$ cat config.mk
export PLATFORM = sky130hd
export DESIGN_NAME = pipeline_hazard_ctrl
export DESIGN_NICKNAME = d
export VERILOG_FILES = /design/src/rtl/pipeline_pkg.sv /design/src/rtl/fwd_select.sv /design/src/rtl/pipeline_hazard_ctrl.sv
export SDC_FILE = /design/constraint.sdc
export NUM_CORES = 1
export LEC_CHECK = 0
export ABC_AREA = 1
export CORE_MARGIN = 2
export CORE_UTILIZATION = 48
export CTS_BUF_LIST = sky130_fd_sc_hd__clkbuf_8 sky130_fd_sc_hd__clkbuf_16
export CTS_CLUSTER_DIAMETER = 100
export CTS_CLUSTER_SIZE = 10
export DETAILED_ROUTE_END_ITERATION = 12
export GPL_ROUTABILITY_DRIVEN = 0
export HOLD_SLACK_MARGIN = 0.1
export PLACE_DENSITY = 0.89
export SLEW_MARGIN = 15
export SYNTH_ARGS = -nofsm -noshare
export SYNTH_HDL_FRONTEND = slang
export SYNTH_SLANG_ARGS = --single-unit
$ cat constraint.sdc
create_clock -name clk -period 2.54 [get_ports clk]
set_input_delay 0.508 -clock clk [delete_from_list [all_inputs] [get_ports clk]]
set_output_delay 0.508 -clock clk [all_outputs]
set_load 0.01 [all_outputs]
$ cat src/rtl/pipeline_pkg.sv
// Shared types and constants for the F/D/EW pipeline hazard controller.
package pipeline_pkg;
  localparam int REG_ADDR_W = 3;

  localparam logic [1:0] FWD_RF = 2'b00;
  localparam logic [1:0] FWD_W  = 2'b01;
  localparam logic [1:0] FWD_E  = 2'b10;

  typedef enum logic [1:0] {
    RUN      = 2'd0,
    MEM_WAIT = 2'd1,
    BR_FLUSH = 2'd2
  } hz_state_t;
endpackage

$ cat src/rtl/fwd_select.sv
// Per-operand forwarding mux select: Execute ALU result beats Writeback, else regfile.
// Purely combinational; loads in Execute are not forwardable from E.
module fwd_select
  import pipeline_pkg::*;
(
  input  logic [REG_ADDR_W-1:0] rs,
  input  logic [REG_ADDR_W-1:0] rd_E,
  input  logic [1:0]            write_mode_E,
  input  logic                  mem_read_E,
  input  logic [REG_ADDR_W-1:0] rd_W,
  input  logic [1:0]            write_mode_W,
  output logic [1:0]            sel
);
  always_comb begin
    sel = FWD_RF;
    if (write_mode_E != 2'b00 && !mem_read_E && rd_E == rs) begin
      sel = FWD_E;
    end else if (write_mode_W != 2'b00 && rd_W == rs) begin
      sel = FWD_W;
    end
  end
endmodule

$ cat src/rtl/pipeline_hazard_ctrl.sv
// Hazard/sequencing controller: stalls, flushes, forwarding and memory watchdog.
// Optional perf counters (stall_cycles, flush_events) under HAZARD_PERF_EN.
module pipeline_hazard_ctrl
  import pipeline_pkg::*;
#(
  parameter int MEM_TIMEOUT = 255,
  parameter int BR_EXTRA    = 1
) (
  input  logic                  clk,
  input  logic                  reset,
  input  logic [REG_ADDR_W-1:0] rs1_D,
  input  logic [REG_ADDR_W-1:0] rs2_D,
  input  logic                  use_rs1_D,
  input  logic                  use_rs2_D,
  input  logic [REG_ADDR_W-1:0] rd_E,
  input  logic [1:0]            write_mode_E,
  input  logic                  mem_read_E,
  input  logic [REG_ADDR_W-1:0] rd_W,
  input  logic [1:0]            write_mode_W,
  input  logic                  mem_access_W,
  input  logic                  mem_ready,
  input  logic                  branch_taken_E,
  output logic                  stall_F,
  output logic                  stall_D,
  output logic                  stall_E,
  output logic                  flush_F,
  output logic                  flush_D,
  output logic                  flush_E,
  output logic [1:0]            fwd_a_sel,
  output logic [1:0]            fwd_b_sel,
`ifdef HAZARD_PERF_EN
  output logic [15:0]           stall_cycles,
  output logic [15:0]           flush_events,
`endif
  output logic                  busy,
  output logic                  mem_err
);
  localparam logic [7:0] TIMEOUT_V = MEM_TIMEOUT[7:0];
  localparam logic [1:0] BR_EXTRA_V = BR_EXTRA[1:0];

  hz_state_t  state, next_state;
  logic [1:0] br_cnt, br_cnt_nxt;
  logic [7:0] wd_cnt;

  logic mem_wait_cond, load_use, branch_accept;
  logic stall_f_raw, stall_d_raw, stall_e_raw;
  logic flush_f_raw, flush_d_raw, flush_e_raw;

  assign mem_wait_cond = mem_access_W && !mem_ready;
  assign load_use = mem_read_E && (write_mode_E != 2'b00) &&
                    ((use_rs1_D && rs1_D == rd_E) || (use_rs2_D && rs2_D == rd_E));

  always_comb begin
    next_state    = state;
    br_cnt_nxt    = br_cnt;
    branch_accept = 1'b0;
    stall_f_raw   = 1'b0;
    stall_d_raw   = 1'b0;
    stall_e_raw   = 1'b0;
    flush_f_raw   = 1'b0;
    flush_d_raw   = 1'b0;
    flush_e_raw   = 1'b0;
    if (mem_wait_cond) begin
      stall_f_raw = 1'b1;
      stall_d_raw = 1'b1;
      stall_e_raw = 1'b1;
      next_state  = MEM_WAIT;
    end else if (state == MEM_WAIT) begin
      // Completion cycle: release only; a held branch is acted on next cycle in RUN.
      next_state = RUN;
      br_cnt_nxt = 2'd0;
    end else if (branch_taken_E) begin
      flush_f_raw   = 1'b1;
      flush_d_raw   = 1'b1;
      branch_accept = 1'b1;
      if (BR_EXTRA_V != 2'd0) begin
        next_state = BR_FLUSH;
        br_cnt_nxt = BR_EXTRA_V;
      end else begin
        next_state = RUN;
        br_cnt_nxt = 2'd0;
      end
    end else begin
      if (state == BR_FLUSH) begin
        flush_f_raw = 1'b1;
        if (br_cnt <= 2'd1) begin
          next_state = RUN;
          br_cnt_nxt = 2'd0;
        end else begin
          br_cnt_nxt = br_cnt - 2'd1;
        end
      end
      if (load_use) begin
        stall_f_raw = 1'b1;
        flush_d_raw = 1'b1;
      end
    end
  end

  // A flushed register must not also be held.
  assign flush_F = flush_f_raw;
  assign flush_D = flush_d_raw;
  assign flush_E = flush_e_raw;
  assign stall_F = stall_f_raw && !flush_f_raw;
  assign stall_D = stall_d_raw && !flush_d_raw;
  assign stall_E = stall_e_raw && !flush_e_raw;

  always_ff @(posedge clk or posedge reset) begin
    if (reset) begin
      state   <= RUN;
      br_cnt  <= 2'd0;
      busy    <= 1'b0;
      wd_cnt  <= 8'd0;
      mem_err <= 1'b0;
    end else begin
      state  <= next_state;
      br_cnt <= br_cnt_nxt;
      busy   <= (next_state != RUN);
      if (state != MEM_WAIT && next_state == MEM_WAIT) begin
        wd_cnt <= 8'd0;
      end else if (state == MEM_WAIT && mem_wait_cond && wd_cnt != TIMEOUT_V) begin
        wd_cnt <= wd_cnt + 8'd1;
        if (wd_cnt + 8'd1 == TIMEOUT_V) begin
          mem_err <= 1'b1;
        end
      end
    end
  end

`ifdef HAZARD_PERF_EN
  always_ff @(posedge clk or posedge reset) begin
    if (reset) begin
      stall_cycles <= 16'd0;
      flush_events <= 16'd0;
    end else begin
      if (stall_F && stall_cycles != 16'hFFFF) begin
        stall_cycles <= stall_cycles + 16'd1;
      end
      if (branch_accept && flush_events != 16'hFFFF) begin
        flush_events <= flush_events + 16'd1;
      end
    end
  end
`endif

  fwd_select u_fwd_a (
    .rs           (rs1_D),
    .rd_E         (rd_E),
    .write_mode_E (write_mode_E),
    .mem_read_E   (mem_read_E),
    .rd_W         (rd_W),
    .write_mode_W (write_mode_W),
    .sel          (fwd_a_sel)
  );

  fwd_select u_fwd_b (
    .rs           (rs2_D),
    .rd_E         (rd_E),
    .write_mode_E (write_mode_E),
    .mem_read_E   (mem_read_E),
    .rd_W         (rd_W),
    .write_mode_W (write_mode_W),
    .sel          (fwd_b_sel)
  );
endmodule

Word level (Yosys, flattened, before mapping). Cells that the tools add are included. W data, S select, Z words.

Output and inout port bits: 12. Bits in registers: 14. Logic and storage cells: 76. Bits of input ports: 24.

Order comparisons: 1. Equal/unequal tests: 12. Multiplexer cells: 27. Bitwise operators: 2. Reduce and logical (&&, ||, !) cells: 27. Add/sub/neg operators: 2.

Operators with widths (count): $mux W2 (11); $eq A3 B3 Y1 (6); $mux W8 (2); $logic_and A1 B1 Y1 (15); $mux W1 (14); $add A8 B1 Y8 const B (1); $eq A8 B8 Y1 const B (1); $ne A8 B8 Y1 const B (1); $reduce_bool A2 Y1 (4); $eq A2 B1 Y1 const B (2); $logic_not A1 Y1 (4); $reduce_and A3 Y1 (1); $reduce_bool A3 Y1 (1); $eq A2 B2 Y1 const B (1); $le A2 B1 Y1 const B (1); $ne A2 B1 Y1 const B (1); $not A1 Y1 (2); $reduce_and A2 Y1 (1); $sub A2 B1 Y2 const B (1); $logic_or A1 B1 Y1 (1).

Depth between registers and ports, before layout. Gate-level depths: netlist of run 1.

Word-level depth: 10. Gate-level depth with buffers: 9. Depth with buffers taken out: 9.

Cells and area by module. Synthesis of run 1 repeated with hierarchy kept, for this count alone.

Cells, all modules: 205. Area total of the unflattened synthesis: 1231.2 sq um.

Modules (own cells, without submodules): pipeline_hazard_ctrl (times used 1, cells an instance 141, area an instance 970.9 sq um, seq. area each 350.3 sq um); fwd_select (times used 2, cells an instance 32, area an instance 130.1 sq um, seq. area each 0.0 sq um).

Worst setup path before layout of run 1. OpenSTA, ideal clock, no wires.

Path kind: input to output. Start point: input port rs2_D[1]. End point: output port fwd_b_sel[0]. Arrival time: 1.164 ns. Path buffers: 0. Path slack: 0.868 ns. Data required time: 2.032 ns. Stages on the path: 5. Cell sequence: xnor2_1 -> nand3_1 -> or2_2 -> nand4_1 -> inv_1.

Cells in the longest elaborated chain, start to end: 4. Elaborated cells on any way between the ends: 6. Classes of those cells: eq/ne: 2; mux: 2; reduce/logical: 2.

Ends and longest elaborated chain: from (decl) (line pipeline_hazard_ctrl.sv:12) `input logic [REG_ADDR_W-1:0] rs2_D,`; $eq A3 B3 Y1 (line fwd_select.sv:18) `end else if (write_mode_W != 2'b00 && rd_W == rs) begin`; $logic_and A1 B1 Y1 (line fwd_select.sv:18); $mux W1 (line fwd_select.sv:18); $mux W2 (*) (line fwd_select.sv:16) `if (write_mode_E != 2'b00 && !mem_read_E && rd_E == rs) begin`; to (decl) (line pipeline_hazard_ctrl.sv:30) `output logic [1:0] fwd_b_sel,`.

Mark *: on every way between the ends. The rest lies on a longest branch, timed or not.

Worst setup path after layout of run 1.
Start point: input port mem_access_W. End point: output port stall_E.

Cells in the longest elaborated chain, start to end: 2.

Ends and longest elaborated chain: from (decl) (line pipeline_hazard_ctrl.sv:20) `input logic mem_access_W,`; $logic_and A1 B1 Y1 (line pipeline_hazard_ctrl.sv:49) `assign mem_wait_cond = mem_access_W && !mem_ready;`; $mux W1 (line pipeline_hazard_ctrl.sv:63) `if (mem_wait_cond) begin`; to (decl) (line pipeline_hazard_ctrl.sv:25) `output logic stall_E,`.

No other way between the ends.

==> results of run 1 <==
-- final timing paths --
check                              from   endpoint  slack, ps  cells after the start
setup reg to reg              wd_cnt[0]  wd_cnt[3]        740                      8
setup / recovery           mem_access_W    stall_E         40                      6
hold reg to reg                 mem_err    mem_err        470                      2
max in group asynchronous         reset  wd_cnt[2]       1610                      2
min in group asynchronous         reset  wd_cnt[7]        580                      2
hold / removal                  mem_err    mem_err        470                      2
-- repair_timing --
| action | 4_1_cts | 5_1_grt |
|---|---|---|
| pin swaps | 1 | 0 |
| hold buffers | 0 | 0 |
| endpoints found under the setup margin | 4 | 4 |
| resized for setup | 7 | 4 |
| buffers inserted | 1 | 0 |
-- cell families after synthesis --
| family | Yosys count | synth area share [%] |
|---|---|---|
| buf+inv | 30 | 11.9 |
| flops | 14 | 33.4 |
| fa+ha+maj | 2 | 2.38 |
| other cells | 1 | 0.357 |
| compound gates | 20 | 10.8 |
| xor+xnor | 9 | 7.51 |
| simple gates | 80 | 33.6 |
-- where the power goes --
group          internal, W  switching (W)
clock network     0.000137      0.0000802
registers         0.000236      0.0000104
logic            0.0000894      0.0000821
-- routing by layer --
metal	share of wire, %	routed length [um]	track usage (%)
met1	40	1110	24.5
met3	5.6	155	7.74
met2	53	1460	42.3
met5	0	0	0
met4	1.6	43	9.01
-- synth_stat cells (all sizes together), types with 2 or more instances --
cell	count	area [um^2]
dfrtp	14	350
a21oi	6	30.0
nand4	3	18.8
inv	27	101
or2	5	31.3
xor2	4	35.0
ha	2	25.0
o21ai	11	62.6
buf	2	18.8
xnor2	5	43.8
nand2	42	158
nor2	12	50.1
nand3	17	90.1
-- worst min-delay path, delay by kind of cell (launching register included) --
family | cells | cell delay, ps
buf+inv | 1 | 40
flops | 1 | 340
simple gates | 1 | 60
-- through the flow --
step	util [%]	TNS, ps	area, um^2
6_report	76.8	0	1550
5_1_grt	76.8	0	1550
4_1_cts	76.0	0	1540
3_5_place_dp	73.3	-480	1480
3_3_place_gp	73.3	-322	1480
2_1_floorplan	-	0	1050
-- state kept, by name (all words and copies together), names as in the netlist --
| register | count |
|---|---|
| br_cnt | 2 |
| busy | 1 |
| mem_err | 1 |
| state | 2 |
| wd_cnt | 8 |
-- layout make-up --
cell class	count	area share (%)
well taps	27	2.18
multi-input cells	112	37.7
flip-flops and latches	14	22.6
repair buffers	46	27.5
inverters	27	6.53
clock buffers	4	3.55
-- cell usage in the layout, fill, tap and decap left out, types with 2 or more instances in the layout --
cell / Yosys / layout
o21ai_2: 2 / 2
xor2_1: 4 / 4
nor2_2: 2 / 2
nor2_1: 10 / 10
or2_2: 4 / 4
clkbuf_8: 0 / 4
dlymetal6s2s_1: 0 / 2
xnor2_1: 5 / 4
nand2_1: 42 / 42
inv_1: 27 / 27
clkdlybuf4s50_1: 0 / 25
buf_4: 1 / 12
a21oi_1: 6 / 5
ha_1: 2 / 2
dlygate4sd2_1: 0 / 7
nand3_1: 16 / 16
o21ai_0: 9 / 9
nand4_1: 3 / 3
dfrtp_1: 14 / 14
==> results.cfg, run 1 <==
[die]
die-height_um = 50.8
die-area_mm2 = 0.00258
die_w_um = 50.8
pin_count = 36
fp.coreArea_mm2 = 0.00202
start_util_pct = 51.9
core.rowCount = 16

[setup_path]
worst_ep_required_time_ps = 2030
crit_family = buffers and inverters
cp_slowest_stage_delay_ps = 520
end_kind = output port
arrival_ps = 1990
path_buf_inv = 5
cp_max_fo = 5
start_kind = input port
critical_path_class = input port to output port
slowest_stage = clkdlybuf4s50_1
critical_path.cell_chain = clkdlybuf4s50_1, inv_1, or2_1, inv_1, buf_4, clkdlybuf4s50_1

[yosys]
ys_ff_latch = 14
synth_cell_type_count = 24
ys_async_sr_fraction_pct = 100
syn_area_per_cell_um2 = 6.73
synthCells = 156
synth_area_mm2 = 0.00105
synth_fp_nets = 182
yosysWarnings = 0
synthFlopType = dfrtp_1
synth_edf_count = 0
ys_seq_area_share_pct = 33.4

[timing]
worstMarginPinSlew_ps = 510
rsz0062_at_grt = no
slew-limit-headroom_pct = 65.9
setup_slack_ps = 38.3
skew_ps = 7.13
post-route-period-util_pct = 98.5
holdWs_ps = 474
slew_violations = 0
hold_viol_final = 0
setup_viol = 0
fmax_ghz = 0.400
period_needed_ps = 2500

[detailed_routing]
drc = 0
first_iter_violations = 43
via_per_inst = 5.13
dr_total_vias = 1181
wl_per_cell_um = 12.0
route.antenna.remaining_nets = 0
wl_um = 2770
drt_pass1_iterations = 4

[global_routing]
gr-total-overflow = 0
grt_max_degree = 15
grt_pass1_vias = 1136
antenna_found_initial = 0
track_usage_pct = 23.3
grt_pass1_wl_um = 4510

[clocking]
path_clk_slew_ps = 60
cts_made_buffers = 3
root_buffer = clkbuf_8
cts_max_path_buffers = 2
cts.sink_count = 14
clock_latency_ps = 250
cts_tree = built
ctsHtreeMaxLevel = 1

[layout]
area_growth_pct = 47.9
fin_cells = 230
final-seq-area_um2 = 350
fillers = 153
fin_nets = 230
drive_gt1_share_pct = 13.3
multiInputGateArea_um2 = 586
diodes = 0

[pwr]
leakage_nw = 0.840
power_w = 0.000635
power_per_cell_area_mw_per_mm2 = 409
max-vdd-ir-drop_v = 0.000421

[hold_path]
min_path_type = flop to flop

[status]
outcome = finished clean

[job]
cap_violations = 0

[place]
hpwl_um = 2170
port_buffers = 34
dp.cells = 225
dp_worst_setup_slack_ps = -198
No activity file was read; power rests on OpenSTA's default activity.
==> run 2, diff against run 1 <==
CORE_UTILIZATION = 45   (was 48)
PLACE_DENSITY = 0.84   (was 0.89)
clock period = 2.5 ns   (was 2.54 ns; I/O delays follow)
==> run 2 against run 1 <==
Net effect: critical path type unchanged; cell area up 0.81%; sequential share of layout area down 0.18 points; utilization down 6.0 points; sequential power up 2%; combinational power about the same; non-clock buffer count unchanged; critical endpoint is now fwd_b_sel[0]; register-to-register slack worse by 100 ps.
==> results.cfg, run 2 (same netlist as run 1, synthesis figures left out) <==
[status]
outcome = finished clean

[detailed_routing]
drc = 0
drt_pass1_iterations = 4
wl_um = 2580
first_iter_violations = 14
dr_total_vias = 1141
wl_per_cell_um = 11.2
via_per_inst = 4.94
route.antenna.remaining_nets = 0

[timing]
period_needed_ps = 2410
skew_ps = 3.28
slew_violations = 0
setup_viol = 0
hold_viol_final = 0
holdWs_ps = 473
fin_tns_setup_ps = 0
worstMarginPinSlew_ps = 510
fmax_ghz = 0.415
post-route-period-util_pct = 96.3
slew-limit-headroom_pct = 66.0

[global_routing]
track_usage_pct = 22.8
antenna_found_initial = 0
gr-total-overflow = 0
grt_pass1_wl_um = 4690
grt_max_degree = 15
grt_pass1_vias = 1174

[layout]
diodes = 0
drive_gt1_share_pct = 14.8
area_growth_pct = 49.1
fin_nets = 230
final-seq-area_um2 = 350
multiInputGateArea_um2 = 588
reg_top3 = wd_cnt: 8 flops, br_cnt: 2 flops, state: 2 flops
final_core_util_pct = 70.8
layout_commonest_cell = nand2_1
final_cell_mix = nand2_1, inv_1, clkdlybuf4s50_1
largest_reg_flops = 8
top_register = wd_cnt
fillers = 193

[die]
core.rowCount = 17
die-height_um = 52.3
start_util_pct = 47.5
die-area_mm2 = 0.00274
die_w_um = 52.3
fp.coreArea_mm2 = 0.00221
pin_count = 36

[setup_path]
cp_max_fo = 3
arrival_ps = 1910
start_kind = input port
end_kind = output port
worstRegToRegCells = 8
worst_ep_required_time_ps = 2000
critical_path_class = input port to output port

[clocking]
clock_latency_ps = 250
cts.sink_count = 14
cts-hold-fix-buffers = 0
cts_tree = built
root_buffer = clkbuf_8
post_cts_buffers = 0
cts_made_buffers = 3
cts_max_path_buffers = 2
path_clk_slew_ps = 60
ctsHtreeMaxLevel = 1

[pwr]
max-vdd-ir-drop_v = 0.000573
power_per_cell_area_mw_per_mm2 = 411
leakage_nw = 0.863

[place]
port_buffers = 34
hpwl_um = 2150

[hold_path]
hold_path_depth = 2
min_path_type = flop to flop

[job]
cap_violations = 0
## run 2: worst paths after layout
| kind | start | endpoint | slack (ps) |
|---|---|---|---|
| min in group asynchronous | reset | wd_cnt[0] | 580 |
| min reg2reg | mem_err | mem_err | 470 |
| min | mem_err | mem_err | 470 |
| max | rs2_D[2] | fwd_b_sel[0] | 90 |
| max in group asynchronous | reset | wd_cnt[4] | 1570 |
| max reg2reg | wd_cnt[0] | wd_cnt[2] | 640 |
## run 2: final cells by class
class / instances / share of cell area (%)
multi-input cells: 112 / 37.6
repair buffers: 46 / 27.8
clock buffers: 4 / 3.52
well taps: 28 / 2.24
flip-flops and latches: 14 / 22.4
inverters: 27 / 6.47
## run 2: what timing repair did
| item | in CTS | in global routing |
|---|---|---|
| gates resized for setup | 7 | 9 |
| setup endpoints to repair | 6 | 5 |
| pin swaps | 0 | 1 |
## run 2: layer usage
metal  part of all wire, %  vias to the layer above  wire (um)  track usage [%]
met4                   2.6                        0         68             7.69
met2                    50                       21       1300             39.0
met5                     0                        -          0                0
met3                   3.3                       10         86             6.57
li1                      -                      584          -                -
met1                    44                      526       1130             27.0
## run 2: metrics by stage
stage | power (W) | cells | instance area [um^2] | worst slack, ps
finish | 0.000643 | 231 | 1570 | 91.7
global route | 0.000676 | 231 | 1570 | -8.17
CTS | 0.000644 | 231 | 1540 | 28.4
detailed placement | 0.000426 | 227 | 1490 | -166
global placement | 0.000420 | 227 | 1490 | -110
floorplan | 0.000332 | 156 | 1050 | 844
## run 2: where the power goes
group	internal, W	switching [W]	total, W
combinational	0.0000901	0.0000818	0.000172
clock	0.000140	0.0000817	0.000221
sequential	0.000240	0.0000101	0.000250
## run 2: worst max-delay path: stages
cell	delay, ps
clkdlybuf4s50_1	500
nand2_1	70
nand2_2	80
nand3_1	90
or2_2	280
nand4_1	70
inv_1	40
dlygate4sd2_1	270
==> run 3, diff against run 2 <==
ABC_CLOCK_PERIOD_IN_PS = 2500   (was unset)
==> results of run 3 <==
No change in the layout: final DEF, timing and power equal those of run 2.
